--- src/rtl/multicycle_ctrl.sv ---
// rtl/multicycle_ctrl.sv - multi-cycle control FSM sequencing the shared ALU and unified memory port
// Optional feature macro: MUL_STALL_EN (mul holds EXEC for MUL_CYCLES cycles before WB)
module multicycle_ctrl #(
  parameter int MUL_CYCLES = 4
) (
  input  logic       clk_i,
  input  logic       rst_i,
  input  logic [5:0] opcode_i,
  input  logic [5:0] funct_i,
  input  logic       zero_i,
  input  logic       neg_i,
  input  logic       mem_ack_i,
  output logic       mem_req_o,
  output logic       mem_we_o,
  output logic       iord_o,
  output logic       ir_write_o,
  output logic       pc_write_o,
  output logic [1:0] pc_src_o,
  output logic       reg_write_o,
  output logic [1:0] reg_dst_o,
  output logic [1:0] wb_sel_o,
  output logic       alu_a_sel_o,
  output logic [1:0] alu_b_sel_o,
  output logic       zext_o,
  output logic [1:0] alu_op_o,
  output logic [2:0] state_o,
  output logic       err_o
);

  // Opcode encodings (IR[31:26])
  localparam logic [5:0] OP_RTYPE = 6'h00;
  localparam logic [5:0] OP_BGEZ  = 6'h01;
  localparam logic [5:0] OP_J     = 6'h02;
  localparam logic [5:0] OP_JAL   = 6'h03;
  localparam logic [5:0] OP_BEQ   = 6'h04;
  localparam logic [5:0] OP_BNEZ  = 6'h05;
  localparam logic [5:0] OP_BGT   = 6'h07;
  localparam logic [5:0] OP_ADDI  = 6'h08;
  localparam logic [5:0] OP_ORI   = 6'h0d;
  localparam logic [5:0] OP_LUI   = 6'h0f;
  localparam logic [5:0] OP_LW    = 6'h23;
  localparam logic [5:0] OP_SW    = 6'h2b;

  // R-type funct encodings (IR[5:0])
  localparam logic [5:0] F_SLL  = 6'h00;
  localparam logic [5:0] F_SRL  = 6'h02;
  localparam logic [5:0] F_SLLV = 6'h04;
  localparam logic [5:0] F_SRLV = 6'h06;
  localparam logic [5:0] F_JR   = 6'h08;
  localparam logic [5:0] F_MUL  = 6'h18;
  localparam logic [5:0] F_ADD  = 6'h20;
  localparam logic [5:0] F_SUB  = 6'h22;
  localparam logic [5:0] F_AND  = 6'h24;
  localparam logic [5:0] F_OR   = 6'h25;
  localparam logic [5:0] F_SLT  = 6'h2a;

  typedef enum logic [2:0] {
    S_FETCH  = 3'd0,
    S_DECODE = 3'd1,
    S_EXEC   = 3'd2,
    S_MEM    = 3'd3,
    S_WB     = 3'd4,
    S_ERR    = 3'd5
  } state_t;

  typedef enum logic [3:0] {
    C_ALU, C_MUL, C_JR, C_J, C_JAL,
    C_BEQ, C_BNEZ, C_BGEZ, C_BGT,
    C_LW, C_SW, C_ADDI, C_ORI, C_LUI,
    C_ILL
  } iclass_t;

  // Map opcode/funct onto an instruction class; anything unlisted is illegal
  function automatic iclass_t classify(input logic [5:0] op, input logic [5:0] fn);
    iclass_t c;
    c = C_ILL;
    case (op)
      OP_RTYPE: begin
        case (fn)
          F_ADD, F_SUB, F_AND, F_OR, F_SLT,
          F_SLLV, F_SLL, F_SRLV, F_SRL: c = C_ALU;
          F_MUL:                        c = C_MUL;
          F_JR:                         c = C_JR;
          default:                      c = C_ILL;
        endcase
      end
      OP_J:    c = C_J;
      OP_JAL:  c = C_JAL;
      OP_BEQ:  c = C_BEQ;
      OP_BNEZ: c = C_BNEZ;
      OP_BGEZ: c = C_BGEZ;
      OP_BGT:  c = C_BGT;
      OP_LW:   c = C_LW;
      OP_SW:   c = C_SW;
      OP_ADDI: c = C_ADDI;
      OP_ORI:  c = C_ORI;
      OP_LUI:  c = C_LUI;
      default: c = C_ILL;
    endcase
    return c;
  endfunction

  state_t     state_q, state_d;
  logic [5:0] op_q, fn_q;
  iclass_t    cls_dec, cls_lat;
  logic       mul_done;
  logic       branch_taken;

  // Combinational strobes before reset gating
  logic       mem_req_c, mem_we_c, iord_c, ir_write_c, pc_write_c;
  logic [1:0] pc_src_c;
  logic       reg_write_c;
  logic [1:0] reg_dst_c, wb_sel_c;
  logic       alu_a_sel_c;
  logic [1:0] alu_b_sel_c;
  logic       zext_c;
  logic [1:0] alu_op_c;

  // DECODE sees the freshly loaded IR; later states use the copy latched in DECODE
  assign cls_dec = classify(opcode_i, funct_i);
  assign cls_lat = classify(op_q, fn_q);

  // State register plus opcode/funct capture while in DECODE
  always_ff @(posedge clk_i) begin
    if (rst_i) begin
      state_q <= S_FETCH;
      op_q    <= '0;
      fn_q    <= '0;
    end else begin
      state_q <= state_d;
      if (state_q == S_DECODE) begin
        op_q <= opcode_i;
        fn_q <= funct_i;
      end
    end
  end

`ifdef MUL_STALL_EN
  localparam logic [3:0] MUL_LOAD = 4'(MUL_CYCLES - 1);
  logic [3:0] mul_cnt_q;

  // Remaining extra EXEC cycles for mul; loaded on the DECODE->EXEC transition
  always_ff @(posedge clk_i) begin
    if (rst_i) begin
      mul_cnt_q <= '0;
    end else if (state_q == S_DECODE) begin
      mul_cnt_q <= MUL_LOAD;
    end else if (state_q == S_EXEC && mul_cnt_q != 4'd0) begin
      mul_cnt_q <= mul_cnt_q - 4'd1;
    end
  end

  assign mul_done = (mul_cnt_q == 4'd0);
`else
  // MUL_CYCLES has no effect when mul completes in a single EXEC cycle
  logic [31:0] mul_cycles_unused;
  assign mul_cycles_unused = MUL_CYCLES;
  assign mul_done          = 1'b1;
`endif

  // Branch condition evaluated on the rs-rt subtraction flags during EXEC
  always_comb begin
    branch_taken = 1'b0;
    case (cls_lat)
      C_BEQ:   branch_taken = zero_i;
      C_BNEZ:  branch_taken = !zero_i;
      C_BGEZ:  branch_taken = !neg_i;
      C_BGT:   branch_taken = !zero_i && !neg_i;
      default: branch_taken = 1'b0;
    endcase
  end

  // Next-state and datapath control, one state per cycle
  always_comb begin
    state_d     = state_q;
    mem_req_c   = 1'b0;
    mem_we_c    = 1'b0;
    iord_c      = 1'b0;
    ir_write_c  = 1'b0;
    pc_write_c  = 1'b0;
    pc_src_c    = 2'd0;
    reg_write_c = 1'b0;
    reg_dst_c   = 2'd0;
    wb_sel_c    = 2'd0;
    alu_a_sel_c = 1'b0;
    alu_b_sel_c = 2'd0;
    zext_c      = 1'b0;
    alu_op_c    = 2'd0;

    case (state_q)
      S_FETCH: begin
        // Instruction read from PC; the ALU computes PC+4 in parallel
        mem_req_c   = 1'b1;
        iord_c      = 1'b0;
        alu_a_sel_c = 1'b0;
        alu_b_sel_c = 2'd1;
        alu_op_c    = 2'd0;
        if (mem_ack_i) begin
          ir_write_c = 1'b1;
          pc_write_c = 1'b1;
          pc_src_c   = 2'd0;
          state_d    = S_DECODE;
        end
      end

      S_DECODE: begin
        // Speculative branch target PC + (simm << 2) into ALUOut
        alu_a_sel_c = 1'b0;
        alu_b_sel_c = 2'd3;
        alu_op_c    = 2'd0;
        state_d     = (cls_dec == C_ILL) ? S_ERR : S_EXEC;
      end

      S_EXEC: begin
        case (cls_lat)
          C_ALU: begin
            alu_a_sel_c = 1'b1;
            alu_b_sel_c = 2'd0;
            alu_op_c    = 2'd2;
            state_d     = S_WB;
          end
          C_MUL: begin
            alu_a_sel_c = 1'b1;
            alu_b_sel_c = 2'd0;
            alu_op_c    = 2'd2;
            state_d     = mul_done ? S_WB : S_EXEC;
          end
          C_JR: begin
            pc_write_c = 1'b1;
            pc_src_c   = 2'd3;
            state_d    = S_FETCH;
          end
          C_J: begin
            pc_write_c = 1'b1;
            pc_src_c   = 2'd2;
            state_d    = S_FETCH;
          end
          C_JAL: begin
            // PC already holds the return address (PC+4) from FETCH
            pc_write_c  = 1'b1;
            pc_src_c    = 2'd2;
            reg_write_c = 1'b1;
            reg_dst_c   = 2'd2;
            wb_sel_c    = 2'd2;
            state_d     = S_FETCH;
          end
          C_BEQ, C_BNEZ, C_BGEZ, C_BGT: begin
            alu_a_sel_c = 1'b1;
            alu_b_sel_c = 2'd0;
            alu_op_c    = 2'd1;
            pc_write_c  = branch_taken;
            pc_src_c    = branch_taken ? 2'd1 : 2'd0;
            state_d     = S_FETCH;
          end
          C_LW, C_SW, C_ADDI: begin
            alu_a_sel_c = 1'b1;
            alu_b_sel_c = 2'd2;
            alu_op_c    = 2'd0;
            state_d     = (cls_lat == C_ADDI) ? S_WB : S_MEM;
          end
          C_ORI: begin
            alu_a_sel_c = 1'b1;
            alu_b_sel_c = 2'd2;
            zext_c      = 1'b1;
            alu_op_c    = 2'd3;
            state_d     = S_WB;
          end
          C_LUI: begin
            state_d = S_WB;
          end
          default: begin
            state_d = S_ERR;
          end
        endcase
      end

      S_MEM: begin
        // Address and direction held steady until the ack cycle
        mem_req_c = 1'b1;
        iord_c    = 1'b1;
        mem_we_c  = (cls_lat == C_SW);
        if (mem_ack_i) begin
          state_d = (cls_lat == C_LW) ? S_WB : S_FETCH;
        end
      end

      S_WB: begin
        reg_write_c = 1'b1;
        reg_dst_c   = (cls_lat == C_ALU || cls_lat == C_MUL) ? 2'd1 : 2'd0;
        if (cls_lat == C_LW) begin
          wb_sel_c = 2'd1;
        end else if (cls_lat == C_LUI) begin
          wb_sel_c = 2'd3;
        end else begin
          wb_sel_c = 2'd0;
        end
        state_d = S_FETCH;
      end

      S_ERR: begin
        state_d = S_ERR;
      end

      default: begin
        state_d = S_FETCH;
      end
    endcase
  end

  // Reset masks every output in the reset cycle itself, dropping any pending request at once
  always_comb begin
    mem_req_o   = 1'b0;
    mem_we_o    = 1'b0;
    iord_o      = 1'b0;
    ir_write_o  = 1'b0;
    pc_write_o  = 1'b0;
    pc_src_o    = 2'd0;
    reg_write_o = 1'b0;
    reg_dst_o   = 2'd0;
    wb_sel_o    = 2'd0;
    alu_a_sel_o = 1'b0;
    alu_b_sel_o = 2'd0;
    zext_o      = 1'b0;
    alu_op_o    = 2'd0;
    state_o     = 3'd0;
    err_o       = 1'b0;
    if (!rst_i) begin
      mem_req_o   = mem_req_c;
      mem_we_o    = mem_we_c;
      iord_o      = iord_c;
      ir_write_o  = ir_write_c;
      pc_write_o  = pc_write_c;
      pc_src_o    = pc_src_c;
      reg_write_o = reg_write_c;
      reg_dst_o   = reg_dst_c;
      wb_sel_o    = wb_sel_c;
      alu_a_sel_o = alu_a_sel_c;
      alu_b_sel_o = alu_b_sel_c;
      zext_o      = zext_c;
      alu_op_o    = alu_op_c;
      state_o     = state_q;
      err_o       = (state_q == S_ERR);
    end
  end

endmodule

--- config.mk ---
export PLATFORM = sky130hd
export DESIGN_NAME = multicycle_ctrl
export DESIGN_NICKNAME = d
export VERILOG_FILES = /design/src/rtl/multicycle_ctrl.sv
export SDC_FILE = /design/constraint.sdc
export NUM_CORES = 1
export LEC_CHECK = 0
export CORE_MARGIN = 2
export CORE_UTILIZATION = 32
export DETAILED_ROUTE_END_ITERATION = 6
export GPL_TIMING_DRIVEN = 0
export PLACE_DENSITY = 0.58
export REMOVE_ABC_BUFFERS = 1
export SKIP_LAST_GASP = 1
export SLEW_MARGIN = 10
export SYNTH_ARGS = -nofsm -noshare
export SYNTH_HDL_FRONTEND = slang
export SYNTH_SLANG_ARGS = --single-unit
--- constraint.sdc ---
create_clock -name clk_i -period 2.24 [get_ports clk_i]
set_clock_uncertainty 0.15 [all_clocks]
set_input_delay 0.448 -clock clk_i [delete_from_list [all_inputs] [get_ports clk_i]]
set_output_delay 0.448 -clock clk_i [all_outputs]
set_load 0.01 [all_outputs]
Word level (Yosys, flattened, before mapping) --
Index checks and enable logic that the tools add are counted.
Storage, ports and cells: register bits 15, input port bits 17, output and inout bits 22, logic and storage cells 142
Cells by class: equality and inequality tests 63, mux-type cells 53, reductions and logical operators 23
Operators with widths (count):
- 4-bit case mux with 12 select lines | 2
- 6-bit equality test, second input constant | 14
- 6-bit by 3-bit equality test with 1-bit output, second input constant | 10
- 6-bit by 4-bit equality test with 1-bit output, second input constant | 8
- 6-bit by 2-bit equality test with 1-bit output, second input constant | 6
- 4-bit equality test, second input constant | 7
- 6-bit logical NOT | 4
- 4-bit case mux with 3 select lines | 2
- 2-bit 2-to-1 mux | 11
- 1-bit 2-to-1 mux | 21
- 3-bit 2-to-1 mux | 6
- 2-bit case mux with 3 select lines | 3
- 9-bit OR reduction | 2
- 4-bit by 3-bit equality test with 1-bit output, second input constant | 4
- 3-bit case mux with 5 select lines | 1
- 6-bit by 1-bit equality test with 1-bit output, second input constant | 2
- 6-bit by 5-bit equality test with 1-bit output, second input constant | 2
- 4-bit OR reduction | 3
- 10-bit OR reduction | 1
- 3-bit case mux with 3 select lines | 1
- 4-bit by 2-bit equality test with 1-bit output, second input constant | 2
- 2-bit case mux with 2 select lines | 2
- 7-bit OR reduction | 1
- 3-bit by 2-bit equality test with 1-bit output, second input constant | 2
- 14 further kinds | 22

Longest topological paths before layout --
Gate-level depths: netlist of the first run.
word-level depth 10, gate-level depth with buffers 8, gate-level depth less buffers 6

Worst setup path before layout of the first run --
OpenSTA, ideal clock, no wires.
path type register -> output, start register op_q[3], end output wb_sel_o[1], data arrival time 1.974 ns, required time 1.642 ns, slack -0.332 ns, cell stages (with the launch flop) 8, buffers on the path 1, path through dfxtp_1 -> buf_2 -> nor4b_1 -> and2_1 -> nor3b_1 -> a21oi_1 -> nor3_1 -> nor4b_1
On the way: word-level cells in the longest chain between the ends 7, elaborated cells between the ends (all ways) 21, those cells by class eq/ne (14); mux (6); reduce/logical (1)
Ends and longest elaborated chain:
- start: declaration | line 104 | logic [5:0] op_q, fn_q;
- start signal: assignment | line 132 | op_q <= opcode_i;
- 6-bit by 4-bit equality test with 1-bit output, or another cell as far along | line 77 | case (op)
- 4-bit case mux with 12 select lines (*) | line 77
- 4-bit equality test | line 292 | end else if (cls_lat == C_LUI) begin
- 2-bit 2-to-1 mux | line 292
- 2-bit 2-to-1 mux | line 290 | if (cls_lat == C_LW) begin
- 2-bit case mux with 2 select lines (*) | line 190 | case (state_q)
- 2-bit 2-to-1 mux (*) | line 327 | if (!rst_i) begin
- end: declaration | line 21 | output logic [1:0] wb_sel_o,
Mark *: on every way between the ends. The rest lies on a longest branch, timed or not.

Final worst setup path of the first run --
start register op_q[3], end output pc_src_o[0]
On the way: word-level cells in the longest chain between the ends 8, elaborated cells between the ends (all ways) 27, those cells by class eq/ne (18); mux (6); reduce/logical (3)
Ends and longest elaborated chain:
- 6-bit by 4-bit equality test with 1-bit output, or another cell as far along | line 77
- 4-bit case mux with 12 select lines (*) | line 77
- 4-bit equality test / 4-bit by 3-bit equality test with 1-bit output (equally long branches) | line 164, 215
- 1-bit case mux with 4 select lines | line 164 | case (cls_lat)
- 1-bit 2-to-1 mux | line 252 | pc_src_c = branch_taken ? 2'd1 : 2'd0;
- 2-bit case mux with 3 select lines (*) | line 215 | case (cls_lat)
- 2-bit 2-to-1 mux (*)
- 2-bit 2-to-1 mux (*) | line 327
- end: declaration | line 18 | output logic [1:0] pc_src_o,
Marks and branches as above.

==> results.json, run 1 <==
{
  "hold-worst-slack_ns": 0.334,
  "dp.cells": 330,
  "cp_max_fo": 8,
  "synth_ff_type": "dfxtp_1",
  "cts.sinks": 15,
  "final_core_util_pct": 55.2,
  "cp-end-kind": "primary output",
  "p_sw_mw": 0.526,
  "synthAdderAreaFrac_pct": 0,
  "drtIter0Drc": 196,
  "fin_crit_sh_pct": 122,
  "r2r_setup_slack_ns": -0.20,
  "power.density_mw_per_mm2": 481,
  "rsz0062_at_grt": "yes",
  "relSlewSlack_pct": 49.4,
  "p_sw_share_pct": 41.2,
  "slowest_delay_ns": 0.42,
  "r2r_start": "op_q[2]$_SDFFE_PP0N_",
  "num_rows": 25,
  "seq_power_share_pct": 26.7,
  "grt_max_degree": 23,
  "hp-class": "input pin to flip-flop",
  "worst_path_max_delay_cell": "or3b_4",
  "start_kind": "flip-flop",
  "drt_pre_antenna_iters": 4,
  "p_leak_nw": 1.02,
  "fmax_mhz": 365,
  "min_from": "opcode_i[2]",
  "htreeDepth": 1,
  "timing.rr.end": "state_q[0]$_SDFFE_PP0P_",
  "dp_hpwl_mm": 3.57,
  "cp.arrival_ns": 2.14,
  "crit_top_cell": "o211ai_1",
  "cp_cell_sequence": "or3b_4 > o211ai_1 > buf_4 > a31o_2 > nor3_2 > o211ai_1 > a31oi_1 > buf_2",
  "num_io_pins": 39,
  "yosys-top-cells-count": "nand2_1, nor2_1, a21oi_1",
  "die_area_mm2": 0.00565,
  "r2r_cells": 9,
  "synth_xor_area_share_pct": 0.540,
  "grt.overflow.total": 0,
  "root_buffer": "clkbuf_8",
  "hold_end": "op_q[2]$_SDFFE_PP0N_",
  "routedWlPerCell_um": 15.4,
  "antenna_found_initial": 0,
  "n_antenna_cell": 0,
  "setup_tns_ns": -4.97,
  "finalWirelength_mm": 5.79,
  "synth_area_leaders": "dfxtp_1, nand2_1, a21oi_1",
  "cts.clk_slew.worst_paths_ns": 0.06,
  "ant_nets": 0,
  "numPortBuffers": 38,
  "fp.dieW_um": 75.2,
  "drive_gt1_share_pct": 41.0,
  "area_growth_syn_to_layout_pct": 64.0,
  "grt_first_pass_wirelength_mm": 9.16,
  "clk_path_buf_depth": 2,
  "tightest_slew_ns": 0.756,
  "setup_violations": 16,
  "synth_top_family_by_area": "simple AND/OR/NAND/NOR gates",
  "hold_violations": 0,
  "crit_type": "flip-flop to primary output",
  "synth-simple-area-share_pct": 45.0,
  "combinationalPowerShare_pct": 55.5,
  "drv_slew": 0,
  "syn_area_per_cell_um2": 6.76,
  "fin_crit_ns": 2.74,
  "synth.largest_area_cell": "dfxtp_1",
  "start_util_pct": 33.7,
  "drc": 0,
  "postLayoutSetupSlackWorst_ns": -0.500,
  "yosysSeqAreaShare_pct": 18.5,
  "grt_pass1_vias": 1912,
  "synth_warnings": 0,
  "fin_cells": 377,
  "cts_buffers": 3,
  "synth_edf_count": 0,
  "violations": "setup timing",
  "status": "finished with violations",
  "synth_top_area_share_pct": 18.5,
  "peakVddDrop_v": 0.000247,
  "hold_depth": 3,
  "num_vias": 2108,
  "die_y_um": 75.2,
  "synth.mux.area_fraction_pct": 1.23,
  "track_usage_pct": 20.7,
  "core_area_mm2": 0.00482,
  "cts_tree": "yes",
  "synthCells": 240,
  "synth_area_mm2": 0.00162,
  "async_flop_share_pct": 0,
  "insertion_delay_ns": 0.25,
  "internal_power_mw": 0.752,
  "required_ns": 1.64,
  "finalNetCount": 328,
  "cap_violations": 0,
  "via_per_inst": 5.59,
  "synth.most_common_cell": "nand2_1",
  "yosysUniqueCellTypes": 57,
  "synth-compound-area-share_pct": 28.2,
  "place_congestion": 0.869,
  "p_clk_share_pct": 17.8,
  "synth-seq-cells": 15
}
how the worst max path moves through the flow:
stage / from / to / slack, ns
after floorplan: op_q[0]$_SDFFE_PP0N_ / wb_sel_o[1] / -0.40
after global routing: op_q[2]$_SDFFE_PP0N_ / alu_b_sel_o[1] / -0.57
final: op_q[3]$_SDFFE_PP0N_ / pc_src_o[0] / -0.50
after global placement: rst_i / pc_write_o / -1.24
after detailed placement: rst_i / pc_write_o / -1.24
after CTS: op_q[2]$_SDFFE_PP0N_ / pc_src_o[0] / -0.44
cells by family after synthesis:
family / count (synthesis)
compound gates: 65
xor+xnor: 1
buf+inv: 22
flops: 15
mux: 2
simple gates: 135
sequential cells by signal, indices dropped and copies added (netlist names):
| signal | cells |
|---|---|
| fn_q | 6 |
| op_q | 6 |
| state_q | 3 |
placed cells by master (no fill, tap or decap), types with 4 or more instances in the layout:
cell type,instances
a21oi_1,19
a21oi_2,4
a31oi_1,8
and3_1,4
buf_2,11
buf_4,37
buf_6,5
clkdlybuf4s50_1,14
dfxtp_1,4
dfxtp_2,4
dfxtp_4,7
dlygate4sd2_1,9
inv_1,4
nand2_1,34
nand3_1,7
nor2_1,24
nor2_4,4
nor3_1,4
nor3_4,4
o211ai_1,4
per-stage QoR:
step / worst slack [ns] / total power, mW / area, um^2
floorplan: -0.397 / 0.633 / 1540
global placement: -1.24 / 0.786 / 2010
detailed placement: -1.24 / 0.789 / 2010
CTS: -0.436 / 1.19 / 2500
global route: -0.569 / 1.35 / 2660
finish: -0.500 / 1.28 / 2660
worst max-delay path, delay by kind of cell (launching register included):
family,cells,cell delay (ns)
buffers and inverters,2,0.32
and+or+nand+nor,2,0.48
AOI/OAI and AO/OA,4,0.72
DFF,1,0.37
power by group through the flow:
stage          sequential, mW  combinational, mW  clock, mW
4_1_cts                 0.340              0.627      0.228
3_3_place_gp            0.352              0.434          0
2_1_floorplan           0.335              0.298          0
3_5_place_dp            0.353              0.436          0
5_1_grt                 0.347              0.765      0.242
6_report                0.342              0.710      0.227
metal layers:
layer  GRT usage, %  part of all wire [%]  up-vias
met5              0                     0        -
met2           34.7                    48       87
met1           26.8                    42      966
li1               -                     -     1034
met4           8.58                   3.6        0
met3           2.54                   6.7       21
what timing repair did:
action,in CTS,in global routing
setup buffers,37,7
hold buffers,0,0
hold endpoints to repair,0,0
gates cloned,0,0
pin swaps,27,22
setup endpoints to repair,25,17
resized for setup,131,22
final cells by class:
cell class	instances	area [um^2]
repair buffers	81	679
multi-input cells	203	1490
clock buffers	4	45.0
fillers	488	2160
inverters	7	30.0
flip-flops and latches	15	332
well taps	67	83.8
No activity file was read; power rests on OpenSTA's default activity.
==> run 2, diff against run 1 <==
--- a/config.mk
+++ b/config.mk
@@ -9,6 +9,7 @@
 export CORE_UTILIZATION = 32
 export DETAILED_ROUTE_END_ITERATION = 6
 export GPL_TIMING_DRIVEN = 0
+export HOLD_SLACK_MARGIN = 0.08
 export PLACE_DENSITY = 0.58
 export REMOVE_ABC_BUFFERS = 1
 export SKIP_LAST_GASP = 1
==> results of run 2 <==
No change in the layout: final DEF, timing and power equal those of run 1.
==> run 3, diff against run 2 <==
--- a/config.mk
+++ b/config.mk
@@ -7,8 +7,8 @@
 export LEC_CHECK = 0
 export CORE_MARGIN = 2
 export CORE_UTILIZATION = 32
+export CTS_BUF_LIST = sky130_fd_sc_hd__clkbuf_8
 export DETAILED_ROUTE_END_ITERATION = 6
-export GPL_TIMING_DRIVEN = 0
 export HOLD_SLACK_MARGIN = 0.08
 export PLACE_DENSITY = 0.58
 export REMOVE_ABC_BUFFERS = 1
==> run 3 against run 2 <==
Against the previous run:
- the flow still finishes with violations (setup timing)
- count of clock-buffer cells in the layout decreased by 1
- wire length grew 7.5%
- fmax is 0.84% lower
- global-route usage is 1.8 points higher
- non-clock buffer count rose by 57
- clock power fell by 6%
- die area stayed put
- via count up 8.0%
- sequential power is 6% lower
- first-iteration DRC count fell by 7.1%
- cell count is 15% higher
- flip-flop and latch count did not move
==> results.json, run 3 (same netlist as run 1, synthesis figures left out) <==
{
  "num_vias": 2277,
  "crit_type": "flip-flop to primary output",
  "start_kind": "flip-flop",
  "grt_max_degree": 13,
  "cp-end-kind": "primary output",
  "fmax_mhz": 362,
  "multiInputGateArea_mm2": 0.00151,
  "fin_cells": 434,
  "num_io_pins": 39,
  "layout_common_cells": "buf_4, nand2_1, nor2_1, a21oi_1, clkdlybuf4s50_1",
  "htreeDepth": 1,
  "fp.dieW_um": 75.2,
  "drv_slew": 0,
  "grt_first_pass_wirelength_mm": 9.86,
  "fin_crit_ns": 2.76,
  "hp-class": "flip-flop to flip-flop",
  "p_leak_nw": 1.30,
  "numPortBuffers": 38,
  "dp.cells": 415,
  "fill_cells": 437,
  "violations": "setup timing",
  "setup_violations": 16,
  "finalNetCount": 385,
  "insertion_delay_ns": 0.25,
  "place_congestion": 0.897,
  "cp_max_fo": 9,
  "ant_nets": 0,
  "start_util_pct": 33.7,
  "cts.sinks": 15,
  "area_growth_syn_to_layout_pct": 91.3,
  "cts_tree": "yes",
  "track_usage_pct": 22.4,
  "via_per_inst": 5.25,
  "dp_worst_setup_slack_ns": -0.856,
  "worst_path_max_delay_cell": "dfxtp_4",
  "layout_commonest_cell": "buf_4",
  "cp.arrival_ns": 2.16,
  "antenna_found_initial": 0,
  "root_buffer": "clkbuf_8",
  "cp_cell_sequence": "buf_12 > and2_1 > a211o_1 > a31o_2 > nor3_2 > o211ai_1 > a31oi_1 > buf_2",
  "n_antenna_cell": 0,
  "num_rows": 25,
  "rsz0062_at_grt": "yes",
  "status": "finished with violations",
  "relSlewSlack_pct": 72.2,
  "tightest_slew_ns": 0.414,
  "drtIter0Drc": 182,
  "peakVddDrop_v": 0.000274,
  "path_buf_inv": 2,
  "drt_pre_antenna_iters": 4,
  "cts_buffers": 3,
  "postLayoutSetupSlackWorst_ns": -0.523,
  "grt_pass1_vias": 2128,
  "drc": 0,
  "cap_violations": 0,
  "reg_top3": "fn_q: 6 flops, op_q: 6 flops, state_q: 3 flops",
  "power.density_mw_per_mm2": 467,
  "cp_top_family": "compound AO/OA/AOI/OAI gates",
  "cts.clk_slew.worst_paths_ns": 0.06,
  "die_area_mm2": 0.00565,
  "hold_violations": 0,
  "routedWlPerCell_um": 14.3,
  "core_area_mm2": 0.00482,
  "drive_gt1_share_pct": 52.0,
  "fin_crit_sh_pct": 123,
  "regArea_um2": 322,
  "die_y_um": 75.2,
  "clk_path_buf_depth": 2,
  "finalWirelength_mm": 6.22,
  "grt.overflow.total": 0,
  "required_ns": 1.64,
  "slowest_delay_ns": 0.36,
  "dp_hpwl_mm": 4.46
}
## run 3: area by class of cell
class,count,area share (%)
Clock buffer,3,1.33
Clock inverter,1,0.121
Inverter,7,0.847
Multi-Input combinational cell,203,48.5
Sequential cell,15,10.4
Tap cell,67,2.70
Timing Repair Buffer,138,36.1
## run 3: path summary, 6_finish.rpt
kind | startpoint | to | slack, ns | cells past startpoint
worst min register to register | op_q[5]$_SDFFE_PP0N_ | op_q[5]$_SDFFE_PP0N_ | 0.34 | 2
worst max register to register | fn_q[1]$_SDFFE_PP0N_ | state_q[2]$_SDFFE_PP0P_ | -0.08 | 9
worst max-delay path | op_q[2]$_SDFFE_PP0N_ | pc_src_o[0] | -0.52 | 8
worst min-delay path | op_q[5]$_SDFFE_PP0N_ | op_q[5]$_SDFFE_PP0N_ | 0.34 | 2
## run 3: per-layer routing
layer  track usage (%)  wire length (um)
met1              28.5              2670
met2              40.0              3180
met3              1.61               215
met4              7.80               153
met5                 0                 0
## run 3: worst register-to-register path, stage by stage (launching register included)
cell       delay (ns)
dfxtp_2          0.33
a211o_1          0.31
o211ai_1         0.25
buf_4            0.17
nor3_4           0.05
buf_6            0.12
or3b_4           0.38
buf_4            0.15
o2111ai_2        0.17
o311ai_1         0.12
## run 3: where the power goes
part	switching [mW]	leakage [nW]	internal [mW]
sequential	0.0317	0.128	0.291
combinational	0.429	1.14	0.483
clock	0.0925	0.0269	0.121
## run 3: timing repair
action,4_1_cts,5_1_grt
pin swaps,38,16
resized for setup,130,28
setup buffers,12,7
endpoints found under the setup margin,25,22
hold buffers,0,0
## run 3: per-stage QoR
stage          utilization [%]  total power, mW  instance area [um^2]  hold WS (ns)  TNS [ns]
2_1_floorplan                -            0.633                  1540         0.301     -1.21
3_3_place_gp              55.4            0.997                  2670         0.331    -12.00
3_5_place_dp              55.4             1.00                  2670         0.328    -12.63
4_1_cts                   62.1             1.35                  2990         0.342     -4.77
5_1_grt                   64.4             1.54                  3100         0.376     -7.20
6_report                  64.4             1.45                  3100         0.342     -5.41
